[src/rtl/program_sequencer_pkg.sv]
// Shared types and constants for the program sequencer: state encoding, store geometry and
// instruction-pointer bounds.
package program_sequencer_pkg;

  localparam int unsigned PROG_DEPTH = 16;
  localparam int unsigned WORD_W     = 3;
  localparam int unsigned IP_W       = 4;

  localparam logic [IP_W-1:0] LAST_IP = 4'd14;

  typedef enum logic [2:0] {
    StIdle,
    StLoad,
    StLoaded,
    StRun,
    StDone
  } state_e;

endpackage

[src/rtl/program_sequencer_if.sv]
// Load handshake, run control and fetch-side outputs of the program sequencer.
// The master side is the controller and execute stage; the slave side is the sequencer.
interface program_sequencer_if #(
  parameter int unsigned PROG_DEPTH = program_sequencer_pkg::PROG_DEPTH,
  parameter int unsigned WORD_W     = program_sequencer_pkg::WORD_W
) ();
  import program_sequencer_pkg::*;

  logic                         load_start;
  logic                         load_valid;
  logic [WORD_W-1:0]            load_data;
  logic                         load_ready;
  logic                         start;
  logic                         stall;
  logic                         jump_en;
  logic [WORD_W-1:0]            jump_target;
  logic [IP_W-1:0]              instr_ptr;
  logic                         halt;
  logic                         flush;
  logic [PROG_DEPTH*WORD_W-1:0] prog_flat;
  logic                         done;
  logic                         err;

  modport master (
    output load_start, load_valid, load_data, start, stall, jump_en, jump_target,
    input  load_ready, instr_ptr, halt, flush, prog_flat, done, err
  );

  modport slave (
    input  load_start, load_valid, load_data, start, stall, jump_en, jump_target,
    output load_ready, instr_ptr, halt, flush, prog_flat, done, err
  );

endinterface

[src/rtl/prog_regfile.sv]
// Program store: one synchronous write port and a flattened read port exposing every word.
// Asynchronous reset clears all words.
module prog_regfile #(
  parameter int unsigned DEPTH = 16,
  parameter int unsigned WIDTH = 3,
  localparam int unsigned AddrW = $clog2(DEPTH)
) (
  input  logic                   clk,
  input  logic                   rst_n,
  input  logic                   we,
  input  logic [AddrW-1:0]       addr,
  input  logic [WIDTH-1:0]       wdata,
  output logic [DEPTH*WIDTH-1:0] rdata_flat
);

  logic [WIDTH-1:0] mem_q [DEPTH];

  always_ff @(posedge clk or negedge rst_n) begin
    if (!rst_n) begin
      for (int i = 0; i < int'(DEPTH); i++) begin
        mem_q[i] <= '0;
      end
    end else if (we) begin
      mem_q[addr] <= wdata;
    end
  end

  for (genvar i = 0; i < int'(DEPTH); i++) begin : g_flat
    assign rdata_flat[i*WIDTH +: WIDTH] = mem_q[i];
  end

endmodule

[src/rtl/program_sequencer.sv]
// Program sequencer: loads a program into the store, then steps the fetch pointer by two per
// unstalled cycle, taking even jumps and trapping misaligned ones.
module program_sequencer #(
  parameter int unsigned PROG_DEPTH = program_sequencer_pkg::PROG_DEPTH,
  parameter int unsigned WORD_W     = program_sequencer_pkg::WORD_W
) (
  input logic                clk,
  input logic                rst_n,
  program_sequencer_if.slave bus
);
  import program_sequencer_pkg::*;

  localparam int unsigned CntW = $clog2(PROG_DEPTH);
  localparam logic [CntW-1:0] LastCnt = CntW'(PROG_DEPTH - 1);

  state_e          state_q;
  logic [CntW-1:0] cnt_q;
  logic [IP_W-1:0] ip_q;
  logic            flush_q;
  logic            err_q;
  logic            wr_en;

  // A reload request aborts the cycle, so a word presented alongside it is dropped.
  assign wr_en = (state_q == StLoad) && bus.load_valid && !bus.load_start;

  always_ff @(posedge clk or negedge rst_n) begin
    if (!rst_n) begin
      state_q <= StIdle;
      cnt_q   <= '0;
      ip_q    <= '0;
      flush_q <= 1'b0;
      err_q   <= 1'b0;
    end else begin
      flush_q <= 1'b0;
      if (bus.load_start) begin
        state_q <= StLoad;
        cnt_q   <= '0;
        err_q   <= 1'b0;
      end else begin
        unique case (state_q)
          StLoad: begin
            if (wr_en) begin
              cnt_q <= cnt_q + CntW'(1);
              if (cnt_q == LastCnt) state_q <= StLoaded;
            end
          end
          StLoaded: begin
            if (bus.start) begin
              state_q <= StRun;
              ip_q    <= '0;
            end
          end
          StRun: begin
            // Stall wins: execute keeps jump_en high until the first unstalled cycle.
            if (!bus.stall) begin
              if (bus.jump_en) begin
                if (bus.jump_target[0]) begin
                  state_q <= StDone;
                  err_q   <= 1'b1;
                end else begin
                  ip_q    <= IP_W'(bus.jump_target);
                  flush_q <= 1'b1;
                end
              end else if (ip_q == LAST_IP) begin
                state_q <= StDone;
              end else begin
                ip_q <= ip_q + IP_W'(2);
              end
            end
          end
          StDone: begin
            if (bus.start) begin
              state_q <= StRun;
              ip_q    <= '0;
              err_q   <= 1'b0;
            end
          end
          // Idle leaves only through load_start; illegal encodings recover to idle.
          default: state_q <= StIdle;
        endcase
      end
    end
  end

  assign bus.load_ready = (state_q == StLoad);
  assign bus.done       = (state_q == StDone);
  assign bus.halt       = (state_q != StRun) || bus.stall;
  assign bus.instr_ptr  = ip_q;
  assign bus.flush      = flush_q;
  assign bus.err        = err_q;

  prog_regfile #(
    .DEPTH (PROG_DEPTH),
    .WIDTH (WORD_W)
  ) u_prog_regfile (
    .clk        (clk),
    .rst_n      (rst_n),
    .we         (wr_en),
    .addr       (cnt_q),
    .wdata      (bus.load_data),
    .rdata_flat (bus.prog_flat)
  );

endmodule

[src/flat_wrapper.sv]
// flat-port wrapper written by rule: the top's interface ports become plain ports
module program_sequencer_flat import program_sequencer_pkg::*;
#(
  parameter int unsigned PROG_DEPTH = program_sequencer_pkg::PROG_DEPTH,
  parameter int unsigned WORD_W     = program_sequencer_pkg::WORD_W
)
  (clk, rst_n, bus_load_start, bus_load_valid, bus_load_data, bus_start, bus_stall, bus_jump_en, bus_jump_target, bus_load_ready, bus_instr_ptr, bus_halt, bus_flush, bus_prog_flat, bus_done, bus_err);
  program_sequencer_if #(.PROG_DEPTH(PROG_DEPTH), .WORD_W(WORD_W)) bus_i ();
  input logic clk;
  input logic rst_n;
  input wire logic [$bits(bus_i.load_start)-1:0] bus_load_start;
  input wire logic [$bits(bus_i.load_valid)-1:0] bus_load_valid;
  input wire logic [$bits(bus_i.load_data)-1:0] bus_load_data;
  input wire logic [$bits(bus_i.start)-1:0] bus_start;
  input wire logic [$bits(bus_i.stall)-1:0] bus_stall;
  input wire logic [$bits(bus_i.jump_en)-1:0] bus_jump_en;
  input wire logic [$bits(bus_i.jump_target)-1:0] bus_jump_target;
  output wire logic [$bits(bus_i.load_ready)-1:0] bus_load_ready;
  output wire logic [$bits(bus_i.instr_ptr)-1:0] bus_instr_ptr;
  output wire logic [$bits(bus_i.halt)-1:0] bus_halt;
  output wire logic [$bits(bus_i.flush)-1:0] bus_flush;
  output wire logic [$bits(bus_i.prog_flat)-1:0] bus_prog_flat;
  output wire logic [$bits(bus_i.done)-1:0] bus_done;
  output wire logic [$bits(bus_i.err)-1:0] bus_err;
  assign bus_i.load_start = bus_load_start;
  assign bus_i.load_valid = bus_load_valid;
  assign bus_i.load_data = bus_load_data;
  assign bus_i.start = bus_start;
  assign bus_i.stall = bus_stall;
  assign bus_i.jump_en = bus_jump_en;
  assign bus_i.jump_target = bus_jump_target;
  assign bus_load_ready = bus_i.load_ready;
  assign bus_instr_ptr = bus_i.instr_ptr;
  assign bus_halt = bus_i.halt;
  assign bus_flush = bus_i.flush;
  assign bus_prog_flat = bus_i.prog_flat;
  assign bus_done = bus_i.done;
  assign bus_err = bus_i.err;
  program_sequencer #(.PROG_DEPTH(PROG_DEPTH), .WORD_W(WORD_W)) u_core (.clk(clk), .rst_n(rst_n), .bus(bus_i));
endmodule
[config.mk]
export PLATFORM = sky130hd
export DESIGN_NAME = program_sequencer_flat
export DESIGN_NICKNAME = d
export VERILOG_FILES = /design/src/rtl/program_sequencer_pkg.sv /design/src/rtl/program_sequencer_if.sv /design/src/rtl/prog_regfile.sv /design/src/rtl/program_sequencer.sv /design/src/flat_wrapper.sv
export SDC_FILE = /design/constraint.sdc
export NUM_CORES = 1
export LEC_CHECK = 0
export ABC_AREA = 1
export CORE_ASPECT_RATIO = 0.8
export CORE_UTILIZATION = 49
export DETAILED_ROUTE_END_ITERATION = 7
export PLACE_DENSITY = 0.79
export SLEW_MARGIN = 25
export SYNTH_ARGS = -nofsm -noshare
export SYNTH_HDL_FRONTEND = slang
export SYNTH_SLANG_ARGS = --single-unit
[constraint.sdc]
create_clock -name clk -period 1.5 [get_ports clk]
set_input_delay 0.225 -clock clk [delete_from_list [all_inputs] [get_ports clk]]
set_output_delay 0.225 -clock clk [all_outputs]
set_load 0.01 [all_outputs]
* After elaboration in Yosys (flattened, before gate mapping)
Cells that the tools add are included.
Word-level totals: register bits after elaboration 61, output and inout bits 57, logic and storage cells 93
Operators by class: add/sub/neg operators 2, magnitude comparators 2, equality and inequality tests 20, multiplexer cells 32, bitwise logic cells 2, reductions and logical operators 14
Operator list (count):
- bitwise mux 48 bit | 1
- two-way mux 4 bit | 8
- two-way mux 3 bit | 9
- inequality test 3 bit (second input constant) | 6
- demux 3 bit (select 4 bit) | 1
- AND reduction 6 bit | 2
- two-way mux 1 bit | 10
- inequality test 3 x 2 -> 1 bit (second input constant) | 3
- one-hot mux 3 bit (3 select lines) | 1
- == test 4 bit (second input constant) | 2
- one-hot mux 4 bit (2 select lines) | 1
- == test 3 x 2 -> 1 bit (second input constant) | 2
- nonzero test 2 bit | 3
- greater-or-equal comparator 5 bit (second input constant) | 1
- < comparator 5 x 1 -> 1 bit (second input constant) | 1
- NOT 4 -> 5 bit | 1
- AND reduction 5 bit | 1
- adder 4 x 1 -> 4 bit (second input constant) | 1
- adder 4 x 2 -> 4 bit (second input constant) | 1
- inequality test 4 x 3 -> 1 bit (second input constant) | 1
- inequality test 4 bit (second input constant) | 1
- == test 3 x 1 -> 1 bit (second input constant) | 1
- == test 3 bit (second input constant) | 1
- logical AND 1 bit | 3
- 10 further kinds | 10

* Depth between registers and ports, before layout
Gate-level depths: netlist of the first run.
depth in word-level cells 6, mapped depth 9

* Modules after synthesis
Synthesis of the first run repeated with hierarchy kept, for this count alone.
Second synthesis, totals: cells, all modules 383, area, all modules 2976.6 um2
Modules (own cells, without submodules):
- prog_regfile | times used 1, cells each 257, area an instance 2123.3 um2, sequential area each 1201.2 um2
- program_sequencer | times used 1, cells each 126, area an instance 853.3 um2, sequential area each 300.3 um2

* Worst setup path after synthesis of the first run
Ideal clock, no wire load.
path kind reg-to-reg, start point reg u_core.state_q[2], end point reg u_core.u_prog_regfile.mem_q, in the netlist u_core.u_prog_regfile.rdata_flat[14], library setup time 0.117 ns, arrival time 1.265 ns, required time 1.383 ns, slack 0.118 ns, stages on the path, launching flop included 10, path through dfrtp_1 -> inv_1 -> nand3_4 -> nor2_4 -> nand2_4 -> buf_6 -> nor2_8 -> nand2_1 -> nand2_1 -> nand2_1
On the way: longest elaborated chain between the ends 3
Ends and longest elaborated chain:
- start: declaration | RTL line program_sequencer.sv:16 | state_e state_q;
- start signal: assignment | RTL line program_sequencer.sv:28 | state_q <= StIdle;
- start signal: assignment | RTL line program_sequencer.sv:36 | state_q <= StLoad;
- start signal: assignment | RTL line program_sequencer.sv:44 | if (cnt_q == LastCnt) state_q <= StLoaded;
- == test 3 x 1 -> 1 bit | RTL line program_sequencer.sv:24 | assign wr_en = (state_q == StLoad) && bus.load_valid && !bus.load_start;
- logical AND 1 bit (2 in a row) | RTL line program_sequencer.sv:24
- end signal: indexed assignment | RTL line prog_regfile.sv:24 | mem_q[addr] <= wdata;
- end: declaration | RTL line prog_regfile.sv:16 | logic [WIDTH-1:0] mem_q [DEPTH];
No other way between the ends. A chain may end at the register's enable or synchronous reset.

* Final worst setup path of the first run
start point reg u_core.state_q[1], end point reg u_core.u_prog_regfile.mem_q, in the netlist u_core.u_prog_regfile.rdata_flat[24]
The elaborated chain is that of the path after synthesis.

==> PnR_summary.wiki, run 1 <==
{| class="wikitable"
! Metric !! Value
|-
| Aggregate global routing overflow || 0
|-
| Synth Area in XOR/XNOR || 0%
|-
| Final non-filler cell area || 4470 sq um
|-
| Number of DRC markers in iteration 0 || 249
|-
| Post-Layout Cell Count || 558
|-
| Remaining antenna violation count after routing || 0
|-
| Launch point of the worst reg-to-reg path || u_core.state_q[1]$_DFFE_PN0P_
|-
| Crit path arrival time || 1740 ps
|-
| Arithmetic-cell share of the synthesized area counting full adders, half adders and majority gates || 2.16%
|-
| Total core area || 5560 sq um
|-
| Critical-path maximum fanout || 8
|-
| Critical path origin || u_core.state_q[1]$_DFFE_PN0P_
|-
| Design internal power || 3390 uW
|-
| Count of nets after finishing || 493
|-
| Final Hold Violating Endpoints || 0
|-
| Power density over the cells || 1150 nW/um^2
|-
| Initial Utilization || 52.0%
|-
| CTS Buf Count || 9
|-
| Worst-path clk slew || 80 ps
|-
| Detailed-route vias per instance || 5.23
|-
| Most frequent cell on the critical path || sky130_fd_sc_hd__nand2_1
|-
| Number of buffers added on ports || 68
|-
| Type of destination of the critical path || register
|-
| Pin count of the biggest net entering global routing || 20
|-
| Std-Cell Rows || 24
|-
| DRC violations left || 0
|-
| Final worst-path cycle share || 101%
|-
| Power share of the clock group || 28.6%
|-
| Number of H-tree levels || 3
|-
| Final slew viol count || 0
|-
| FILL cells || 336
|-
| Type of the worst setup path || register to register
|-
| Area fraction in and, or, nand and nor cells after synthesis || 36.6%
|-
| Max-cap violation count || 0
|-
| Number of global-route vias before repair || 2699
|-
| Final setup violation count || 7
|-
| TritonCTS clock tree || done
|-
| Initial antenna violation count || 0
|-
| Number of detailed-route iterations in the first pass || 5
|-
| Vias || 2918
|-
| Final core utilization || 80.5%
|-
| Part of the total power dissipated in combinational logic || 32.8%
|-
| Sequential power share || 38.6%
|-
| Combined area of the multi-input logic cells || 1360 sq um
|-
| Half-perimeter wire length after placement || 5340 um
|-
| Max incr delay on CP || 420 ps
|-
| Proportion of synthesized area in mux cells || 0%
|-
| Synth Area in Compound Gates || 3.12%
|-
| Unique cell type count in the Yosys netlist || 25
|-
| Combinational family with the most area after synthesis || simple AND/OR/NAND/NOR gates
|-
| Worst r2r path cells || 9
|-
| Failing checks || negative setup slack
|-
| R2R setup slack || -20 ps
|-
| Setup TNS || -72.3 ps
|-
| First-pass GRT wire length || 12700 um
|-
| Instance count of the mapped netlist || 361
|-
| Top achievable clock speed || 0.658 GHz
|-
| Layout area overhead || 54.6%
|-
| Mean routed wirelength per cell || 15.7 um
|-
| Post-placement cell area || 3910 sq um
|-
| Outcome || finished, violations left
|-
| Root buf cell || sky130_fd_sc_hd__clkbuf_8
|-
| Static Leak || 0.00278 uW
|-
| #FFs+latches synth || 60
|-
| Reg2Reg Capture Point || u_core.u_prog_regfile.rdata_flat[24]$_DFFE_PN0P_
|-
| Peak supply drop || 0.797 mV
|-
| Boundary Pins || 70
|-
| Nature of the critical path startpoint || register
|-
| Number of antenna cells inserted || 0
|-
| Wirelength, routed || 8770 um
|-
| Fin crit period || 1520 ps
|-
| Final critical-path setup slack || -19.1 ps
|-
| Highest-count cells in the layout ignoring fill and taps || 152 x sky130_fd_sc_hd__nand2_1, 59 x sky130_fd_sc_hd__dfrtp_1, 36 x sky130_fd_sc_hd__buf_4
|-
| Switching component of the power || 1770 uW
|-
| Yosys warns || 0
|-
| Worst path required time || 1720 ps
|-
| Switching part of the total || 34.3%
|-
| End point of the critical path || u_core.u_prog_regfile.rdata_flat[24]$_DFFE_PN0P_
|-
| Total number of clock tree sinks || 60
|-
| Crit path max-delay cell type || sky130_fd_sc_hd__dfrtp_1
|-
| Overall power || 5150 uW
|-
| Most common cell after layout, fill and taps aside || sky130_fd_sc_hd__nand2_1
|-
| Chip Width || 87.9 um
|-
| Clock Latency Late Sink || 350 ps
|-
| Setup repair after global routing missed its margin || yes
|-
| Die ar. || 6210 sq um
|-
| Path category of the worst min-delay check || primary input to asynchronous set/reset pin
|-
| Final weighted congestion of routability-driven global placement || 0.844
|-
| Synth Net Count || 379
|-
| Placed cell count || 528
|-
| Combined flip-flop and latch cell area || 1500 sq um
|-
| Share of layout cells above drive strength 1 || 24.8%
|-
| Sequential cell area fraction in the yosys report || 51.9%
|-
| Total global-route track usage || 27.1%
|-
| Height of the die || 70.7 um
|-
| Critical Path, Cell by Cell || inv_2, nand3_4, nor2_4, nand2_4, buf_12, nor2_8, nand2_2, nand2_1, nand2_1
|-
| Worst-case clock skew || 8.99 ps
|-
| Post-Syn Area || 2890 sq um
|-
| CTS Buffer Depth || 2
|-
| Avg Inst Size Synth || 8.01 sq um
|}
==> per-stage QoR <==
step	hold WS [ps]	setup WS, ps
floorplan	-70.6	118
global placement	167	-148
detailed placement	170	-203
CTS	336	0.436
global route	380	-121
finish	342	-19.1
==> flip-flops by register name, indices dropped and copies added, names as in the netlist <==
signal,count
u_core.bus.flush,1
u_core.u_prog_regfile.rdata_flat,48
u_core.state_q,3
u_core.cnt_q,4
u_core.bus.instr_ptr,3
u_core.bus.err,1
==> critical path, delay by kind of cell (launching register included) <==
kind | cells | cell delay, ps
and+or+nand+nor | 7 | 690
buffers and inverters | 2 | 270
DFF | 1 | 420
==> repair_timing <==
action / 4_1_cts / 5_1_grt
hold buffers: 1 / 0
setup endpoints to repair: 19 / 78
pin swaps: 4 / 12
setup buffers: 9 / 4
cloned: 0 / 1
resized for setup: 17 / 75
hold endpoints to repair: 11 / 0
==> logic make-up (layout without fill, tap and decap cells) <==
logic type / count (synthesis) / in the layout
and+or+nand+nor: 235 / 235
DFF: 60 / 60
buffers and inverters: 42 / 161
AOI/OAI and AO/OA: 18 / 18
adders and majority gates: 5 / 5
other: 1 / 1
==> cell usage after synthesis, drive strengths merged <==
master	number	share of area, %
nand3	35	6.5
nor2	13	2.9
nand2	170	23
a21oi	3	0.52
inv	30	3.9
clkbuf	6	0.78
o21ai	15	2.6
nor4	2	0.43
nor3	10	3.1
nand4	3	0.65
dfrtp	60	52
buf	6	1.4
ha	5	2.2
or2	2	0.43
conb	1	0.13
==> routing by layer <==
metal	vias up	share of wire, %	track usage [%]	wire length [um]
met5	-	0	0	0
met4	0	2.1	7.65	186
met3	19	7.9	6.07	696
met2	143	48	43.7	4220
met1	1397	42	37.0	3670
li1	1359	-	-	-
==> layout make-up <==
cell class              count  area share [%]
clock buffers               9            2.77
inverters                  30            2.52
repair buffers            115            26.9
multi-input cells         259            30.3
clock inverters             7            1.68
well taps                  78            2.18
flip-flops and latches     60            33.6
==> power groups by stage <==
stage | registers, uW | clock network [uW] | logic (uW)
finish | 1990 | 1470 | 1690
global route | 2000 | 1540 | 1850
CTS | 1980 | 1470 | 1570
detailed placement | 2020 | 0 | 1440
global placement | 2010 | 0 | 1400
floorplan | 2060 | 0 | 659
==> how the worst min path moves through the flow <==
stage,start,endpoint,slack (ps),cells after the start
after floorplan,rst_n,u_core.bus.err$_DFFE_PN0P_,-70,0
after detailed placement,rst_n,u_core.bus.instr_ptr[2]$_DFFE_PN0P_,170,1
after global placement,rst_n,u_core.bus.instr_ptr[2]$_DFFE_PN0P_,170,1
after CTS,rst_n,u_core.u_prog_regfile.rdata_flat[15]$_DFFE_PN0P_,340,2
after global routing,rst_n,u_core.bus.instr_ptr[2]$_DFFE_PN0P_,380,2
final,rst_n,u_core.bus.instr_ptr[1]$_DFFE_PN0P_,340,2
No activity file was read; power rests on OpenSTA's default activity.
==> inputs of run 2 (changes only) <==
- SKIP_LAST_GASP: unset -> 1
==> PnR_summary.wiki, run 2 (synthesis results as in run 1) <==
{| class="wikitable"
! Metric !! Value
|-
| Critical Path, Cell by Cell || inv_2, nand3_4, buf_4, inv_2, buf_2
|-
| Mean routed wirelength per cell || 15.8 um (+0.29%)
|-
| Nature of the critical path startpoint || register
|-
| First-pass GRT wire length || 12700 um (+0.10%)
|-
| Max-cap violation count || 0 (unchanged)
|-
| Fin crit period || 1530 ps (+13.7 ps)
|-
| Number of buffers added on ports || 68 (unchanged)
|-
| Switching part of the total || 34.4% (+0.11 points)
|-
| Final Hold Violating Endpoints || 0 (unchanged)
|-
| Setup TNS || -112 ps (-39.6 ps)
|-
| Met3 wirelength from detailed routing || 690 um (-0.86%)
|-
| Detailed-route vias per instance || 5.30 (+1.3%)
|-
| Final slew viol count || 0 (unchanged)
|-
| Total global-route track usage || 27.1% (about the same)
|-
| Final setup violation count || 9 (+2)
|-
| Launch point of the worst reg-to-reg path || u_core.state_q[1]$_DFFE_PN0P_
|-
| Power density over the cells || 1150 nW/um^2 (about the same)
|-
| Reg2Reg Capture Point || u_core.u_prog_regfile.rdata_flat[24]$_DFFE_PN0P_
|-
| Top achievable clock speed || 0.652 GHz (-0.89%)
|-
| R2R setup slack || -20 ps (about the same)
|-
| Peak supply drop || 0.791 mV (-0.76%)
|-
| Number of global-route vias before repair || 2705 (+0.22%)
|-
| Switching component of the power || 1770 uW (about the same)
|-
| Half-perimeter wire length after placement || 5340 um (unchanged)
|-
| Final worst-path cycle share || 102% (+0.91 points)
|-
| Routed length on met1 || 3680 um (+0.19%)
|-
| Final weighted congestion of routability-driven global placement || 0.844 (unchanged)
|-
| Most common cell after layout, fill and taps aside || sky130_fd_sc_hd__nand2_1
|-
| Path category of the worst min-delay check || primary input to asynchronous set/reset pin
|-
| Max incr delay on CP || 420 ps (about the same)
|-
| Std-Cell Rows || 24 (unchanged)
|-
| TritonCTS clock tree || done
|-
| Boundary Pins || 70 (unchanged)
|-
| Number of antenna cells inserted || 0 (unchanged)
|-
| Worst r2r path cells || 9 (unchanged)
|-
| Sequential power share || 38.7% (about the same)
|-
| Final non-filler cell area || 4460 sq um (-0.22%)
|-
| Max FFs per register || 48 (unchanged)
|-
| Top layer in use || met4
|-
| Worst path required time || 1270 ps (-450 ps)
|-
| CTS Buf Count || 9 (unchanged)
|-
| Post-Layout Cell Count || 559 (+0.18%)
|-
| Pin count of the biggest net entering global routing || 20 (unchanged)
|-
| Power share of the clock group || 28.7% (about the same)
|-
| Number of DRC markers in iteration 0 || 229 (-8.0%)
|-
| Outcome || finished, violations left
|-
| Top Family by Delay on Critical Path || buffers and inverters
|-
| Failing checks || negative setup slack
|-
| Type of destination of the critical path || primary output
|-
| Critical-path maximum fanout || 5 (-3)
|-
| Aggregate global routing overflow || 0 (unchanged)
|-
| Number of detailed-route iterations in the first pass || 5 (unchanged)
|-
| Clock Latency Late Sink || 350 ps (about the same)
|-
| Worst-case clock skew || 8.55 ps (-0.435 ps)
|-
| Crit path max-delay cell type || sky130_fd_sc_hd__dfrtp_1
|-
| Part of the total power dissipated in combinational logic || 32.6% (-0.2 points)
|-
| Placed cell count || 528 (unchanged)
|-
| Root buf cell || sky130_fd_sc_hd__clkbuf_8
|-
| Setup repair after global routing missed its margin || yes
|-
| Number of H-tree levels || 3 (unchanged)
|-
| Count of nets after finishing || 494 (+0.20%)
|-
| Chip Width || 87.9 um (unchanged)
|-
| Most frequent cell on the critical path || sky130_fd_sc_hd__inv_2
|-
| Remaining antenna violation count after routing || 0 (unchanged)
|-
| Total core area || 5560 sq um (unchanged)
|-
| Vias || 2961 (+1.5%)
|-
| Static Leak || 0.00276 uW (-0.52%)
|-
| Crit path arrival time || 1310 ps (-430 ps)
|-
| Buffers and inverters on the worst path || 4 (+2)
|-
| Total number of clock tree sinks || 60 (unchanged)
|-
| Design internal power || 3370 uW (-0.49%)
|-
| Worst setup slack after placement || -203 ps (unchanged)
|-
| Worst-path clk slew || 70 ps (about the same)
|-
| Share of layout cells above drive strength 1 || 24.5% (-0.26 points)
|-
| Type of the worst setup path || register to primary output
|-
| Layout area overhead || 54.2%
|-
| Die ar. || 6210 sq um (unchanged)
|-
| Initial antenna violation count || 0 (unchanged)
|-
| Initial Utilization || 52.0% (unchanged)
|-
| CTS Buffer Depth || 2 (unchanged)
|-
| Highest-count cells in the layout ignoring fill and taps || 153 x sky130_fd_sc_hd__nand2_1, 59 x sky130_fd_sc_hd__dfrtp_1, 37 x sky130_fd_sc_hd__buf_4
|-
| Wirelength, routed || 8810 um (+0.47%)
|-
| DRC violations left || 0 (unchanged)
|-
| Final core utilization || 80.3% (-0.18 points)
|-
| Routed met2 length || 4220 um (about the same)
|-
| Height of the die || 70.7 um (unchanged)
|-
| Final critical-path setup slack || -32.7 ps (-13.7 ps)
|-
| Post-placement cell area || 3910 sq um (unchanged)
|}
==> run 2: cell types whose count changed in the layout (fill, tap and decap cells not counted), sizes merged <==
cell           before  now
clkdlybuf4s50      33   34
dlymetal6s2s       29   28
clkbuf             10   11
==> run 2: final cells by class <==
class,instances,area [sq um]
well taps,78,97.6
clock buffers,9,124
multi-input cells,259,1350
repair buffers,116,1190
fillers,338,1100
flip-flops and latches,60,1500
clock inverters,7,75.1
inverters,30,113
==> run 2: layer usage <==
metal / global-route usage, % / vias up
li1: - / 1366
met1: 37.0 / 1409
met2: 43.8 / 156
met3: 6.07 / 30
met4: 7.65 / 0
met5: 0 / -
==> run 2: power by group through the flow <==
stage	logic (uW)	clock network, uW	registers (uW)
final	1670	1470	1990
after CTS	1570	1470	1980
after floorplan	659	0	2060
after detailed placement	1440	0	2020
after global placement	1400	0	2010
after global routing	1830	1540	2000
==> run 2: how the worst max path moves through the flow <==
stage,startpoint,to,slack (ps),cells past startpoint
after floorplan,u_core.state_q[2]$_DFFE_PN0P_,u_core.u_prog_regfile.rdata_flat[14]$_DFFE_PN0P_,120,9
after global placement,bus_load_valid,u_core.u_prog_regfile.rdata_flat[8]$_DFFE_PN0P_,-150,8
final,u_core.state_q[1]$_DFFE_PN0P_,bus_load_ready,-30,5
after global routing,u_core.state_q[1]$_DFFE_PN0P_,u_core.u_prog_regfile.rdata_flat[24]$_DFFE_PN0P_,-120,9
after detailed placement,bus_load_valid,u_core.u_prog_regfile.rdata_flat[20]$_DFFE_PN0P_,-200,8
after CTS,u_core.state_q[0]$_DFFE_PN0P_,bus_done,-60,4
==> run 2: through the flow <==
stage	hold slack [ps]	total power [uW]
2_1_floorplan	-70.6	2720
3_3_place_gp	167	3410
3_5_place_dp	170	3450
4_1_cts	336	5020
5_1_grt	380	5370
6_report	339	5140
==> run 2: worst reg2reg max path, delay by kind of cell (launching register included) <==
| family | cells | cell delay [ps] |
|---|---|---|
| buf+inv | 2 | 270 |
| simple gates | 7 | 710 |
| flops | 1 | 420 |
==> run 2: repair_timing <==
item	4_1_cts	5_1_grt
hold buffers	1	0
endpoints found under the hold margin	11	0
setup endpoints to repair	19	79
resized for setup	14	72
pin swaps	4	12
setup buffers	9	5
cloned	0	1
